File: config.mk
export PLATFORM = sky130hd
export DESIGN_NAME = song_library
export DESIGN_NICKNAME = d
export VERILOG_FILES = /design/src/rtl/song_lib_pkg.sv /design/src/rtl/song_library_tick_sync.sv /design/src/rtl/song_library.sv
export SDC_FILE = /design/constraint.sdc
export NUM_CORES = 1
export LEC_CHECK = 0
export CAP_MARGIN = 30
export CORE_MARGIN = 5
export CORE_UTILIZATION = 60
export DETAILED_ROUTE_END_ITERATION = 12
export PLACE_DENSITY = 0.75
export SETUP_SLACK_MARGIN = 0.02
export SYNTH_ARGS = -nofsm -noshare
export SYNTH_HDL_FRONTEND = slang
export SYNTH_HIERARCHICAL = 1
export SYNTH_SLANG_ARGS = --single-unit
File: constraint.sdc
create_clock -name clk -period 13.31 [get_ports clk]
set_input_delay 1.9965 -clock clk [delete_from_list [all_inputs] [get_ports clk]]
set_output_delay 1.9965 -clock clk [all_outputs]
set_load 0.02 [all_outputs]
File: src/rtl/song_lib_pkg.sv
// Shared constants, FSM state encoding and the constant song table for the
// read-only slots of the song library.
package song_lib_pkg;

  localparam logic [4:0] NOTE_REST = 5'd0;
  localparam logic [4:0] NOTE_END  = 5'h1F;
  localparam int         SONG_LEN  = 64;
  localparam int         ROM_SLOTS = 6;

  typedef enum logic [1:0] {
    ST_IDLE = 2'd0,
    ST_PLAY = 2'd1,
    ST_REC  = 2'd2,
    ST_DONE = 2'd3
  } state_t;

  // Entries past the end of a listed melody read as the end marker.
  function automatic logic [4:0] rom_note(input logic [2:0] song, input logic [5:0] idx);
    logic [4:0] note;
    note = NOTE_END;
    case (song)
      3'd0: begin
        case (idx)
          6'd0:    note = 5'd1;
          6'd1:    note = 5'd3;
          6'd2:    note = 5'd5;
          6'd3:    note = 5'd8;
          6'd4:    note = 5'd12;
          default: note = NOTE_END;
        endcase
      end
      3'd1: begin
        case (idx)
          6'd0:    note = 5'd10;
          6'd1:    note = 5'd10;
          6'd2:    note = NOTE_REST;
          6'd3:    note = 5'd14;
          6'd4:    note = 5'd21;
          default: note = NOTE_END;
        endcase
      end
      3'd2: begin
        case (idx)
          6'd0:    note = 5'd5;
          6'd1:    note = 5'd3;
          6'd2:    note = 5'd1;
          default: note = NOTE_END;
        endcase
      end
      3'd3: note = NOTE_END;
      3'd4: begin
        if (idx < 6'd12) begin
          note = idx[0] ? NOTE_REST : 5'd17;
        end else begin
          note = NOTE_END;
        end
      end
      // Song 5 fills all 64 entries and never terminates on its own.
      3'd5: note = {1'b0, idx[3:0]} + 5'd1;
      default: note = NOTE_END;
    endcase
    return note;
  endfunction

endpackage

File: src/rtl/song_library_tick_sync.sv
// Two-flop synchronizer for the player's tempo strobe followed by a rising
// edge detector producing a registered single-cycle tick.
module tick_sync (
  input  logic clk,
  input  logic rst,
  input  logic lib_clk,
  output logic tick
);

  logic [2:0] sync_r;
  logic       tick_r;

  // Synchronizer chain plus one history flop for edge detection.
  always_ff @(posedge clk) begin
    if (rst) begin
      sync_r <= 3'b000;
      tick_r <= 1'b0;
    end else begin
      sync_r <= {sync_r[1:0], lib_clk};
      tick_r <= sync_r[1] & ~sync_r[2];
    end
  end

  assign tick = tick_r;

endmodule

File: src/rtl/song_library.sv
// Eight-slot note library: slots 0-5 play from a constant table, slots 6-7
// can be recorded one note per tempo tick and played back.
module song_library
  import song_lib_pkg::*;
(
  input  logic       clk,
  input  logic       rst,
  input  logic       lib_clk,
  input  logic       lib_RorW,
  input  logic       lib_back_to,
  input  logic [2:0] lib_song_select,
  input  logic [4:0] lib_wr_note,
  output logic [4:0] lib_note,
  output logic [5:0] lib_ptr,
  output logic       song_end,
  output logic       busy
);

  state_t     state_r, state_s;
  logic [5:0] ptr_r, ptr_s, nxt_idx_s;
  logic [4:0] note_r, note_s;
  logic [2:0] sel_r, sel_s;
  logic       song_end_r, busy_r;
  logic       tick_s;
  logic       wr_en_s;
  logic [4:0] wr_data_s;
  logic [4:0] fetch_s, first_s;
  logic [4:0] ram_r [2][SONG_LEN];

  tick_sync u_tick_sync (
    .clk     (clk),
    .rst     (rst),
    .lib_clk (lib_clk),
    .tick    (tick_s)
  );

  assign nxt_idx_s = ptr_r + 6'd1;

  // Read ports: the next entry of the latched song, and entry 0 of the selected song.
  always_comb begin
    if (sel_r < 3'(ROM_SLOTS)) begin
      fetch_s = rom_note(sel_r, nxt_idx_s);
    end else begin
      fetch_s = ram_r[sel_r[0]][nxt_idx_s];
    end
    if (lib_song_select < 3'(ROM_SLOTS)) begin
      first_s = rom_note(lib_song_select, 6'd0);
    end else begin
      first_s = ram_r[lib_song_select[0]][6'd0];
    end
  end

  // Next-state, pointer, note and write-port decode.
  always_comb begin
    state_s   = state_r;
    ptr_s     = ptr_r;
    note_s    = note_r;
    sel_s     = sel_r;
    wr_en_s   = 1'b0;
    wr_data_s = NOTE_END;
    case (state_r)
      ST_IDLE: begin
        ptr_s  = 6'd0;
        note_s = NOTE_REST;
        if (lib_back_to) begin
          if (!lib_RorW) begin
            sel_s = lib_song_select;
            if (first_s == NOTE_END) begin
              state_s = ST_DONE;
              note_s  = NOTE_END;
            end else begin
              state_s = ST_PLAY;
              note_s  = first_s;
            end
          end else if (lib_song_select >= 3'(ROM_SLOTS)) begin
            sel_s   = lib_song_select;
            state_s = ST_REC;
            note_s  = lib_wr_note;
          end else begin
            state_s = ST_IDLE;
          end
        end else begin
          state_s = ST_IDLE;
        end
      end
      ST_PLAY: begin
        if (!lib_back_to) begin
          state_s = ST_IDLE;
          ptr_s   = 6'd0;
          note_s  = NOTE_REST;
        end else if (tick_s) begin
          if ((ptr_r == 6'(SONG_LEN - 1)) || (fetch_s == NOTE_END)) begin
            state_s = ST_DONE;
            note_s  = NOTE_END;
          end else begin
            ptr_s  = nxt_idx_s;
            note_s = fetch_s;
          end
        end else begin
          state_s = ST_PLAY;
        end
      end
      ST_REC: begin
        note_s = lib_wr_note;
        if (!lib_back_to) begin
          // Abandoning a recording still terminates the song where it stopped.
          wr_en_s   = 1'b1;
          wr_data_s = NOTE_END;
          state_s   = ST_IDLE;
          ptr_s     = 6'd0;
          note_s    = NOTE_REST;
        end else if (tick_s) begin
          wr_en_s = 1'b1;
          if ((ptr_r == 6'(SONG_LEN - 1)) || (lib_wr_note == NOTE_END)) begin
            wr_data_s = NOTE_END;
            state_s   = ST_DONE;
            note_s    = NOTE_END;
          end else begin
            wr_data_s = lib_wr_note;
            ptr_s     = nxt_idx_s;
          end
        end else begin
          state_s = ST_REC;
        end
      end
      ST_DONE: begin
        note_s = NOTE_END;
        if (!lib_back_to) begin
          state_s = ST_IDLE;
          ptr_s   = 6'd0;
          note_s  = NOTE_REST;
        end else begin
          state_s = ST_DONE;
        end
      end
      default: begin
        state_s = ST_IDLE;
        ptr_s   = 6'd0;
        note_s  = NOTE_REST;
      end
    endcase
  end

  // Control state and registered outputs.
  always_ff @(posedge clk) begin
    if (rst) begin
      state_r    <= ST_IDLE;
      ptr_r      <= 6'd0;
      note_r     <= NOTE_REST;
      sel_r      <= 3'd0;
      song_end_r <= 1'b0;
      busy_r     <= 1'b0;
    end else begin
      state_r    <= state_s;
      ptr_r      <= ptr_s;
      note_r     <= note_s;
      sel_r      <= sel_s;
      song_end_r <= (state_s == ST_DONE);
      busy_r     <= (state_s == ST_PLAY) || (state_s == ST_REC);
    end
  end

  // Recordable slots; the write enable is qualified so ROM slots are never addressed.
  always_ff @(posedge clk) begin
    if (rst) begin
      for (int s = 0; s < 2; s++) begin
        for (int i = 0; i < SONG_LEN; i++) begin
          ram_r[s][i] <= NOTE_END;
        end
      end
    end else if (wr_en_s && (sel_r >= 3'(ROM_SLOTS))) begin
      ram_r[sel_r[0]][ptr_r] <= wr_data_s;
    end
  end

  assign lib_note = note_r;
  assign lib_ptr  = ptr_r;
  assign song_end = song_end_r;
  assign busy     = busy_r;

endmodule

==> impl_metrics.py <==
metrics = {
    "floorplan": {
        "start_util_pct": 60.7,
        "boundaryPins": 26,
        "core_area_um2": 49100,
        "num_rows": 81,
        "die_h_um": 233,
        "die-area_um2": 54200,
        "dieWidth_um": 233,
    },
    "yosys": {
        "avgSynthCellArea_um2": 13.5,
        "syn_area_um2": 29800,
        "ys_seq_area_share_pct": 66.1,
        "yosys.area.top_type": "edfxtp_1",
        "postSynth.asyncResetShare_pct": 0,
        "synth.most_common_cell": "edfxtp_1",
        "synth.area.top_cells": "edfxtp_1 65%, mux4_2 7.1%, nand2_1 5.4%, mux2i_1 5.2%, nor2_1 2.0%",
        "yosys.area.top_type_share_pct": 64.5,
        "synth_fp_nets": 2225,
        "synth_edf_count": 640,
        "syn_inst": 2201,
        "synthDistinctLibCells": 71,
        "ys.flop_type": "edfxtp_1",
        "synth_common_cells": "640 x edfxtp_1, 430 x nand2_1, 160 x nor2_1",
        "ys_ff_latch": 663,
        "ys_warn_count": 6,
    },
    "outcome": {
        "outcome": "complete, no violations",
    },
    "power": {
        "ir_worst_vdd_uv": 91.0,
        "power_mw": 4.60,
        "p_per_area_nw_per_um2": 140,
        "p_leak_nw": 9.54,
    },
    "timing": {
        "hold_slack_ns": 0.417,
        "hold_violations": 0,
        "period_share_pct": 44.5,
        "setup_viol": 0,
        "finalCriticalPeriod_ns": 5.92,
        "maxSlewHeadroom_pct": 26.7,
        "fin_setup_tns_ns": 0,
        "rsz0062_at_grt": "false",
        "clock_skew_ns": 0.0204,
        "drv_slew": 0,
        "tightest_slew_ns": 1.10,
        "max_clock_freq_mhz": 169,
    },
    "cells_and_area": {
        "drive_gt1_share_pct": 12.9,
        "fin_cells": 2894,
        "area_growth_pct": 10.8,
        "fillers": 3378,
        "layout.nets": 2200,
    },
    "clocking": {
        "worstSkewPairLatency_ns": 0.60,
        "root_buffer": "clkbuf_16",
        "htreeDepth": 3,
        "cts_sinks": 663,
        "cts_tree": "built",
        "cts.repair.resized": 0,
        "cts.clk_slew.worst_paths_ns": 0.06,
        "cts_hold_buf": 0,
        "cts-buffers-inserted": 68,
        "post_cts_buffers": 0,
        "clockBufferDepth": 3,
    },
    "route": {
        "wl_per_cell_um": 29.4,
        "viasPerCell": 6.84,
        "routed_wl_mm": 85.0,
        "drtIter0Drc": 3146,
        "vias": 19800,
        "drtAntennaViolNets": 0,
        "drc": 0,
        "dr.pass1.iters": 6,
    },
    "critical_path": {
        "crit_arrival_ns": 6.38,
        "start_kind": "flip-flop",
        "path_max_fanout": 32,
        "cp-end-kind": "flip-flop",
        "critPathKind": "flip-flop to flip-flop",
        "critPathRequiredTime_ns": 13.77,
    },
    "grt": {
        "grt_first_pass_wirelength_mm": 125,
        "grt-ovfl-total": 0,
        "use_met3_pct": 9.02,
        "antenna_found_initial": 2,
        "grt_pass1_vias": 19400,
        "grt_usage_pct": 31.6,
        "gr-usage-met1_pct": 43.7,
        "grt.met2_usage_pct": 47.7,
        "busiest_layer": "met2",
        "grt_max_degree": 76,
    },
    "flow_run": {
        "cap_violations": 0,
    },
    "placed_design": {
        "io_buffers": 25,
        "place_inst": 2768,
        "globalplace.congestion": 0.933,
        "dp_hpwl_mm": 51.3,
    },
    "min_path": {
        "min_path_type": "flip-flop to flip-flop",
    },
}
==> logic make-up after synthesis <==
| kind of cell | count (synthesis) | synth area share (%) |
|---|---|---|
| and+or+nand+nor | 728 | 10.2 |
| xor gates and xnor gates | 9 | 0.265 |
| DFF | 663 | 66.1 |
| AOI/OAI and AO/OA | 350 | 7.56 |
| buffers and inverters | 185 | 2.86 |
| muxes | 255 | 12.5 |
| adders and majority gates | 11 | 0.462 |
==> stage by stage <==
stage          util, %  instance area, µm²  setup WS, ns
2_1_floorplan        -               29800          8.57
3_3_place_gp      62.2               30500          7.28
3_5_place_dp      62.4               30600          7.19
4_1_cts           67.2               33000          7.45
5_1_grt           67.3               33000          7.06
6_report          67.3               33000          7.39
==> per-layer routing <==
| layer | wire length, µm | part of all wire, % |
|---|---|---|
| met5 | 8 | 0.0094 |
| met4 | 4220 | 5.0 |
| met3 | 11800 | 14 |
| met2 | 38200 | 45 |
| met1 | 30800 | 36 |
==> power by group <==
group	total (mW)	switching [mW]	internal, mW
clock network	2.00	0.792	1.21
logic	0.249	0.156	0.0934
registers	2.35	0.0233	2.33
==> layout make-up <==
cell class,count,area [µm²],area share (%)
Sequential cell,663,19700,59.7
Multi-Input combinational cell,1353,9370,28.4
Clock buffer,81,1810,5.50
Tap cell,664,831,2.52
Timing Repair Buffer,80,727,2.20
Clock inverter,42,533,1.62
Inverter,10,38.8,0.118
Antenna cell,1,2.50,0.00758
==> registers in the layout, summed over array words and instances, names as in the netlist, named ones only <==
register,count
sel_r,3
state_r,2
lib_note,5
u_tick_sync/sync_r,3
lib_ptr,6
busy,1
song_end,1
u_tick_sync/tick,1
ram_r,640
==> placed cells by master (no fill, tap or decap), drive strengths merged, types with 28 or more instances in the layout <==
| cell type | n |
|---|---|
| mux4 | 94 |
| o21ai | 94 |
| nand2 | 430 |
| nor2 | 161 |
| clkbuf | 81 |
| a21oi | 89 |
| nand3 | 44 |
| buf | 55 |
| clkinv | 28 |
| mux2i | 155 |
| a22oi | 70 |
| edfxtp | 640 |
==> worst max-delay path: stages (launching register included) <==
cell and delay [ns]:
dfxtp_2 0.89, inv_2 0.04, buf_4 0.31, ha_4 0.74, nor2b_2 0.75, buf_4 0.51, a22oi_1 0.20, a211oi_1 0.50
a2111oi_0 0.14, o22ai_1 0.30, a32oi_1 0.15, and3_1 0.24, and3_1 0.27, o21bai_1 0.24, nand2_1 0.10, ha_1 0.28
nor2b_1 0.12
==> worst paths after layout <==
| check | cells after the start | endpoint | start | slack [ns] |
|---|---|---|---|---|
| min | 1 | u_tick_sync/tick$_SDFF_PP0_ | u_tick_sync/sync_r[2]$_SDFF_PP0_ | 0.42 |
| max | 16 | busy$_SDFF_PP0_ | lib_ptr[0]$_SDFFE_PP0P_ | 7.39 |
| max reg2reg | 16 | busy$_SDFF_PP0_ | lib_ptr[0]$_SDFFE_PP0P_ | 7.39 |
| min reg2reg | 1 | u_tick_sync/tick$_SDFF_PP0_ | u_tick_sync/sync_r[2]$_SDFF_PP0_ | 0.42 |
Power figures use the tool's default switching activity.
